==> src/rtl/alu_stage.sv <==
// Execute stage behind the register file: single-cycle ALU ops plus a shift-add MUL,
// producing a one-cycle write-back request and a registered {V, C, Nf, Z} flags word.
module alu_stage #(
    parameter int N  = 8,
    parameter int SW = $clog2(N)
) (
    input  logic         clk,
    input  logic         rst_n,
    input  logic         start,
    input  logic [2:0]   op,
    input  logic [N-1:0] a,
    input  logic [N-1:0] b,
    input  logic [2:0]   dest,
    output logic         busy,
    output logic         done,
    output logic         wb_en,
    output logic [2:0]   wb_sel,
    output logic [N-1:0] wb_data,
    output logic [3:0]   flags
);

    localparam logic [2:0] OP_ADD = 3'b000;
    localparam logic [2:0] OP_SUB = 3'b001;
    localparam logic [2:0] OP_AND = 3'b010;
    localparam logic [2:0] OP_OR  = 3'b011;
    localparam logic [2:0] OP_XOR = 3'b100;
    localparam logic [2:0] OP_SHL = 3'b101;
    localparam logic [2:0] OP_MUL = 3'b110;
    localparam logic [2:0] OP_CMP = 3'b111;

    localparam logic [SW-1:0] CNT_LAST = SW'(N - 1);
    localparam logic [SW-1:0] CNT_ONE  = SW'(1);

    typedef enum logic [1:0] {
        S_IDLE = 2'd0,
        S_EXEC = 2'd1,
        S_DONE = 2'd2
    } state_t;

    // Single-cycle result: returns {V, C, Nf, Z, r}.
    function automatic logic [N+3:0] alu_fn(input logic [2:0] f_op,
                                            input logic [N-1:0] f_a,
                                            input logic [N-1:0] f_b);
        logic [N:0]   ext;
        logic [N-1:0] r;
        logic         c;
        logic         v;
        ext = {(N+1){1'b0}};
        r   = {N{1'b0}};
        c   = 1'b0;
        v   = 1'b0;
        case (f_op)
            OP_ADD: begin
                ext = {1'b0, f_a} + {1'b0, f_b};
                r   = ext[N-1:0];
                c   = ext[N];
                v   = (f_a[N-1] == f_b[N-1]) && (r[N-1] != f_a[N-1]);
            end
            OP_SUB, OP_CMP: begin
                // Bit N of the widened difference is the borrow (a < b unsigned).
                ext = {1'b0, f_a} - {1'b0, f_b};
                r   = ext[N-1:0];
                c   = ext[N];
                v   = (f_a[N-1] != f_b[N-1]) && (r[N-1] != f_a[N-1]);
            end
            OP_AND: r = f_a & f_b;
            OP_OR:  r = f_a | f_b;
            OP_XOR: r = f_a ^ f_b;
            OP_SHL: begin
                // Bit N catches the last bit shifted out; a zero shift leaves it 0.
                ext = {1'b0, f_a} << f_b[SW-1:0];
                r   = ext[N-1:0];
                c   = ext[N];
            end
            default: r = {N{1'b0}};
        endcase
        return {v, c, r[N-1], (r == {N{1'b0}}), r};
    endfunction

    // MUL flags from the full 2N-bit product: C = V = high half non-zero.
    function automatic logic [3:0] mul_flags(input logic [2*N-1:0] p);
        logic hi;
        hi = (p[2*N-1:N] != {N{1'b0}});
        return {hi, hi, p[N-1], (p[N-1:0] == {N{1'b0}})};
    endfunction

    state_t         state_q, state_d;
    logic           busy_q, busy_d;
    logic           done_q, done_d;
    logic           wb_en_q, wb_en_d;
    logic [2:0]     wb_sel_q, wb_sel_d;
    logic [N-1:0]   wb_data_q, wb_data_d;
    logic [3:0]     flags_q, flags_d;
    logic [2*N-1:0] acc_q, acc_d;
    logic [2*N-1:0] a_sh_q, a_sh_d;
    logic [N-1:0]   b_sh_q, b_sh_d;
    logic [SW-1:0]  cnt_q, cnt_d;
    logic [2:0]     dest_q, dest_d;

    logic [N+3:0]   alu_res_s;
    logic [2*N-1:0] mul_sum_s;

    assign alu_res_s = alu_fn(op, a, b);
    assign mul_sum_s = acc_q + (b_sh_q[0] ? a_sh_q : {(2*N){1'b0}});

    // Next-state and next-output logic for the IDLE/EXEC/DONE sequencer.
    always_comb begin
        state_d   = state_q;
        busy_d    = busy_q;
        done_d    = 1'b0;
        wb_en_d   = 1'b0;
        wb_sel_d  = wb_sel_q;
        wb_data_d = wb_data_q;
        flags_d   = flags_q;
        acc_d     = acc_q;
        a_sh_d    = a_sh_q;
        b_sh_d    = b_sh_q;
        cnt_d     = cnt_q;
        dest_d    = dest_q;
        case (state_q)
            S_IDLE: begin
                if (start) begin
                    dest_d = dest;
                    busy_d = 1'b1;
                    if (op == OP_MUL) begin
                        state_d = S_EXEC;
                        acc_d   = {(2*N){1'b0}};
                        a_sh_d  = {{N{1'b0}}, a};
                        b_sh_d  = b;
                        cnt_d   = {SW{1'b0}};
                    end else begin
                        state_d   = S_DONE;
                        done_d    = 1'b1;
                        wb_en_d   = (op != OP_CMP);
                        wb_sel_d  = dest;
                        wb_data_d = alu_res_s[N-1:0];
                        flags_d   = alu_res_s[N+3:N];
                    end
                end else begin
                    busy_d = 1'b0;
                end
            end
            S_EXEC: begin
                acc_d  = mul_sum_s;
                a_sh_d = a_sh_q << 1;
                b_sh_d = b_sh_q >> 1;
                cnt_d  = cnt_q + CNT_ONE;
                if (cnt_q == CNT_LAST) begin
                    state_d   = S_DONE;
                    done_d    = 1'b1;
                    wb_en_d   = 1'b1;
                    wb_sel_d  = dest_q;
                    wb_data_d = mul_sum_s[N-1:0];
                    flags_d   = mul_flags(mul_sum_s);
                end else begin
                    state_d = S_EXEC;
                end
            end
            S_DONE: begin
                state_d = S_IDLE;
                busy_d  = 1'b0;
            end
            default: begin
                state_d = S_IDLE;
                busy_d  = 1'b0;
            end
        endcase
    end

    // State and output registers; reset aborts any operation in flight.
    always_ff @(posedge clk or negedge rst_n) begin
        if (!rst_n) begin
            state_q   <= S_IDLE;
            busy_q    <= 1'b0;
            done_q    <= 1'b0;
            wb_en_q   <= 1'b0;
            wb_sel_q  <= 3'b000;
            wb_data_q <= {N{1'b0}};
            flags_q   <= 4'b0000;
            acc_q     <= {(2*N){1'b0}};
            a_sh_q    <= {(2*N){1'b0}};
            b_sh_q    <= {N{1'b0}};
            cnt_q     <= {SW{1'b0}};
            dest_q    <= 3'b000;
        end else begin
            state_q   <= state_d;
            busy_q    <= busy_d;
            done_q    <= done_d;
            wb_en_q   <= wb_en_d;
            wb_sel_q  <= wb_sel_d;
            wb_data_q <= wb_data_d;
            flags_q   <= flags_d;
            acc_q     <= acc_d;
            a_sh_q    <= a_sh_d;
            b_sh_q    <= b_sh_d;
            cnt_q     <= cnt_d;
            dest_q    <= dest_d;
        end
    end

    assign busy    = busy_q;
    assign done    = done_q;
    assign wb_en   = wb_en_q;
    assign wb_sel  = wb_sel_q;
    assign wb_data = wb_data_q;
    assign flags   = flags_q;

endmodule

==> config.mk <==
export PLATFORM = sky130hd
export DESIGN_NAME = alu_stage
export DESIGN_NICKNAME = d
export VERILOG_FILES = /design/src/rtl/alu_stage.sv
export SDC_FILE = /design/constraint.sdc
export NUM_CORES = 1
export LEC_CHECK = 0
export ABC_AREA = 1
export CAP_MARGIN = 5
export CORE_ASPECT_RATIO = 0.5
export CORE_MARGIN = 8
export CORE_UTILIZATION = 54
export DETAILED_ROUTE_END_ITERATION = 12
export GPL_TIMING_DRIVEN = 0
export PLACE_DENSITY_LB_ADDON = 0.25
export SYNTH_ARGS = -nofsm -noshare
export SYNTH_HDL_FRONTEND = slang
export SYNTH_SLANG_ARGS = --single-unit
==> constraint.sdc <==
create_clock -name clk -period 2.5 [get_ports clk]
set_input_delay 0.75 -clock clk [delete_from_list [all_inputs] [get_ports clk]]
set_output_delay 0.75 -clock clk [all_outputs]
set_load 0.005 [all_outputs]
# After elaboration in Yosys (flattened, before gate mapping)
# Index checks and enable logic that the tools add are counted.
[classes]
n_shift = 1
n_div = 0
reduce_logical = 12
n_mux = 41
add_sub_neg = 4
order_cmp = 0
n_eq_ne = 18
multipliers = 0
n_bitwise = 3
[op_table]
columns = ["cell", "count"]
rows = [
  ["16-bit two-way mux", 5],
  ["16-bit one-hot mux with 2 select lines", 2],
  ["8-bit one-hot mux with 6 select lines", 1],
  ["8-bit two-way mux", 5],
  ["8-bit one-hot mux with 2 select lines", 2],
  ["16-bit adder", 1],
  ["8-bit zero test", 2],
  ["3-bit equality test, second input constant", 5],
  ["3-bit two-way mux", 5],
  ["4-bit two-way mux", 3],
  ["3-bit one-hot mux with 2 select lines", 2],
  ["8-bit by 8-bit adder with 9-bit output", 1],
  ["8-bit by 3-bit << shifter with 9-bit output", 1],
  ["8-bit by 8-bit subtractor with 9-bit output", 1],
  ["8-bit bitwise AND", 1],
  ["2-bit inequality test, second input constant", 4],
  ["8-bit bitwise OR", 1],
  ["1-bit one-hot mux with 2 select lines", 4],
  ["4-bit one-hot mux with 2 select lines", 1],
  ["8-bit nonzero test", 1],
  ["8-bit bitwise XOR", 1],
  ["3-bit by 2-bit equality test with 1-bit output, second input constant", 2],
  ["1-bit two-way mux", 6],
  ["2-bit two-way mux", 3],
  ["16 further kinds", 19],
]
[totals]
ram_bits = 0
out_inout_bits = 18
latch_bits = 0
ff_bits = 66
inputBits = 25
mem_bits_ro = 0
mem_count = 0

# Depth between registers and ports, before layout
[logic_depth]
ltp_word = 7
depth_mapped = 18

# Worst setup path after synthesis
# Ideal clock, no wire load.
[synth_path]
path_kind = "register to register"
start = "reg b_sh_q[0]"
end = "reg flags_q[0], in the netlist flags[0]"
period_less_slack_ps = 2339
slack_ps = 161
t_arrival_ps = 2266
stages_incl_launch_ff = 16
t_required_ps = 2427
n_path_buf = 2
setup_time_ps = 73
cell_sequence = "dfrtp_1 -> clkbuf_1 -> clkbuf_1 -> nand2_1 -> inv_1 -> ha_1 -> fa_1 -> inv_1 -> nand2_1 -> nor3_1 -> nand2_1 -> nor2_1 -> nand3_1 -> nor2_1 -> nor2_1 -> a21oi_2"
[synth_via]
elab_chain_cells = 5
[synth_rtl]
columns = ["item", "line_no", "text"]
rows = [
  ["from (decl)", "96", "logic [N-1:0] b_sh_q, b_sh_d;"],
  ["from (signal assigned)", "182", "b_sh_q <= {N{1'b0}};"],
  ["from (signal assigned)", "195", "b_sh_q <= b_sh_d;"],
  ["16-bit two-way mux", "104", "assign mul_sum_s = acc_q + (b_sh_q[0] ? a_sh_q : {(2*N){1'b0}});"],
  ["16-bit adder", "104", ""],
  ["8-bit zero test", "84", "return {hi, hi, p[N-1], (p[N-1:0] == {N{1'b0}})};"],
  ["4-bit two-way mux", "148", "if (cnt_q == CNT_LAST) begin"],
  ["4-bit one-hot mux with 2 select lines", "120", "case (state_q)"],
  ["to (signal assigned)", "192", "flags_q <= flags_d;"],
  ["to (decl)", "93", "logic [3:0] flags_q, flags_d;"],
]
# Every way passes these cells. The select of a mux whose other input is x is not followed.
# A chain may end at the register's enable or synchronous reset.

# Worst setup path in the final report
# Ends and elaborated chain as after synthesis.

==> results.toml <==
[status]
outcome = "completed"

[clock_tree]
clock_sinks = 65
clk_latency_ns = 0.33
clk_pin_slew_ns = 0.05
root_buffer = "clkbuf_16"
cts_tree = "done"
cts_buffers = 9
htreeDepth = 3
cts_buffer_depth = 2

[place]
dpl_cell_area_mm2 = 0.00599
place_ws_ns = -0.790
io_buffers = 41
globalplace.congestion = 0.927
dpl.hpwl_um = 11900

[yosys]
ys.flop_type = "dfrtp_1"
ys_types = 41
synth_nets = 888
synth.top_cell.area_share = 0.301
synth_compound_area_frac = 0.120
synth_edf_count = 0
synth_area_leaders = "dfrtp_1 (30%), nand2_1 (18%), ha_1 (9.9%), inv_1 (8.5%), nand3_1 (5.3%)"
synth-simple-area-share = 0.333
yosysTopAreaCell = "dfrtp_1"
syn_area_mm2 = 0.00541
synth_area_per_cell_um2 = 6.62
synth_xor_area_frac = 0.0130
synthMuxAreaShare = 0.00624
synth_top_family_by_area = "simple AND/OR/NAND/NOR gates"
netlist_top_cells_count = "nand2_1 (260), inv_1 (123), nor2_1 (72)"
synth_most_common_cell = "nand2_1"
synth-seq-cells = 65
synth_cells = 817
yosysWarnings = 0
ys_seq_area_frac = 0.301
synth_fa_ha_area_frac = 0.111
ys_async_sr_fraction = 1.00

[critical_path]
critPathArrivalTime_ns = 2.72
max_stage_delay_ns = 0.43
crit_family = "simple AND/OR/NAND/NOR gates"
path_cells = "buf_6 -> nand2_1 -> inv_2 -> ha_4 -> fa_2 -> buf_6 -> xor2_2 -> nor3_2 -> nand2_1 -> nor2_1 -> nand3_1 -> nor2_2 -> nor2_2 -> a21oi_2"
timing.rr.end = "flags[0]"
path_depth = 14
path_max_fanout = 5
reg2reg_slack_ns = 0.04
required_ns = 2.76
path_class = "flip-flop to flip-flop"
crit_slowest_cell = "dfrtp_2"
r2r_cells = 14
cp-start-kind = "flip-flop"
r2r_start = "b_sh_q[0]"
cp_num_buf_inv = 3
end_kind = "flip-flop"

[global_routing]
grt_pass1_vias = 5331
grt_start_max_net_pins = 66
grt_pass1_wl_um = 26100
grt_overflow = 0
track_usage = 0.238
antenna_found_initial = 0

[sta]
maxSlewHeadroom = 0.429
finalHoldViolCount = 0
setup_ws_ns = 0.0386
slew_violations = 0
finClkSkew_ns = 0.00486
fin_crit_ns = 2.46
worst_pin_slew_ns = 0.856
period_share = 0.985
fmax_ghz = 0.406
finalSetupViolCount = 0

[cells_and_area]
post-route-util = 0.672
layout-drive-gt1-share = 0.144
syn_to_final_growth_pct = 19.3
n_antenna_cell = 0
nets = 944
final_area_mm2 = 0.00645

[route]
drc = 0
routed_wl_um = 16200
routed_via_density = 5.50
num_vias = 5565
first_iter_violations = 554
wl_per_cell_um = 16.0
first_pass_iters = 5
ant_nets = 0

[floorplanning]
die_h_um = 86.8
core-area_mm2 = 0.00960
fp.dieArea_mm2 = 0.0137
rows = 25
ios = 43
die_w_um = 158
start_util = 0.563

[power_and_ir_drop]
power_leakage_nw = 3.42
cellPowerDensity_mw_per_mm2 = 875
vdd_drop_max_mv = 0.588

[min_path]
hold-path-endpoint = "state_q[0]"
holdCritPathClass = "flip-flop to flip-flop"
worstHoldStart = "state_q[0]"
hold_path_depth = 1

[flow_run]
max-cap-violations = 0
worst register-to-register path, cell delays in order, from the launching register on:
cell and delay (ns):
dfrtp_2 0.43, buf_6 0.14, nand2_1 0.07, inv_2 0.05, ha_4 0.17, fa_2 0.39
buf_6 0.14, xor2_2 0.15, nor3_2 0.19, nand2_1 0.10, nor2_1 0.12, nand3_1 0.10
nor2_2 0.15, nor2_2 0.06, a21oi_2 0.11
cells in the final DEF, fill, tap and decap left out, types with 3 or more instances in the layout:
cell             Yosys  layout
fa_2                 0       3
xnor2_1              4       3
clkbuf_1            11      10
buf_4                6      11
nand2_2              3       6
nand3_1             57      51
clkbuf_16            0       9
o22ai_1              7       7
o21ai_0             36      34
nor2_1              72      60
ha_1                43      33
clkdlybuf4s50_1      0      24
nand4_1             13      13
nand2_1            260     257
nand3_2              3       9
inv_2                8      13
a22o_1               4       4
a31oi_1              9       9
mux2_2               3       3
nor2_2               3      13
buf_2                7       9
a21oi_1             26      20
a21oi_2              2       7
o211ai_1            16      16
o21ai_1              8      10
dlygate4sd2_1        0       3
clkbuf_2             0       8
nor2_4               2       4
ha_4                 0       4
inv_1              123     117
xor2_1               4       3
ha_2                 0       6
dfrtp_1             65      64
clkinv_2             0       3
buf_6                1       4
metal layers:
layer | track usage | share of wire | vias to the layer above
li1 | - | - | 2708
met1 | 0.303 | 0.45 | 2619
met2 | 0.400 | 0.47 | 202
met3 | 0.0491 | 0.059 | 36
met4 | 0.0746 | 0.019 | 0
met5 | 0 | 0 | -
registers in the layout (all words and copies together) (netlist names):
register and cells:
flags 4, a_sh_q 16, wb_en 1, wb_data 7, state_q 2, wb_sel 3
busy 1, dest_q 3, b_sh_q 8, cnt_q 3, done 1, acc_q 16
worst max-delay path by stage:
stage,slack (ns),to,from
finish,0.04,flags[0],b_sh_q[0]
global route,-0.04,flags[1],b[5]
CTS,0.0008,flags[0],a[2]
detailed placement,-0.79,flags[1],b[1]
global placement,-1.53,wb_en,rst_n
floorplan,0.16,flags[0],b_sh_q[0]
cell families (layout without fill, tap and decap cells):
family	after synthesis	count (layout)
mux	3	3
fa+ha+maj	46	46
xor+xnor	8	8
flops	65	65
simple gates	426	426
buf+inv	158	218
compound gates	111	111
where the power goes:
part | internal, W | switching [W]
Combinational | 0.00112 | 0.00167
Sequential | 0.00145 | 0.000259
Clock | 0.000689 | 0.000455
timing repair:
| item | in CTS | in global routing |
|---|---|---|
| gates resized for setup | 45 | 73 |
| endpoints found under the hold margin | 0 | 0 |
| pin swaps | 4 | 13 |
| endpoints found under the setup margin | 16 | 11 |
| cloned | 0 | 1 |
| hold buffers | 0 | 0 |
| buffers inserted | 1 | 3 |
per-stage QoR:
| step | TNS, ns | cells | power (W) | hold WS (ns) |
|---|---|---|---|---|
| floorplan | 0 | 817 | 0.00336 | 0.442 |
| global placement | -107.64 | 993 | 0.00412 | 0.457 |
| detailed placement | -10.59 | 993 | 0.00420 | 0.473 |
| CTS | 0 | 1008 | 0.00539 | 0.485 |
| global route | -0.0829 | 1012 | 0.00607 | 0.499 |
| finish | 0 | 1012 | 0.00565 | 0.485 |
final cells by class:
| type | count | area [µm²] |
|---|---|---|
| inverters | 133 | 505 |
| well taps | 135 | 169 |
| clock buffers | 12 | 246 |
| clock inverters | 3 | 17.5 |
| flip-flops and latches | 65 | 1630 |
| plain buffers | 24 | 149 |
| fillers | 881 | 3150 |
| multi-input cells | 594 | 3350 |
| repair buffers | 46 | 388 |
No activity file was read; power rests on OpenSTA's default activity.
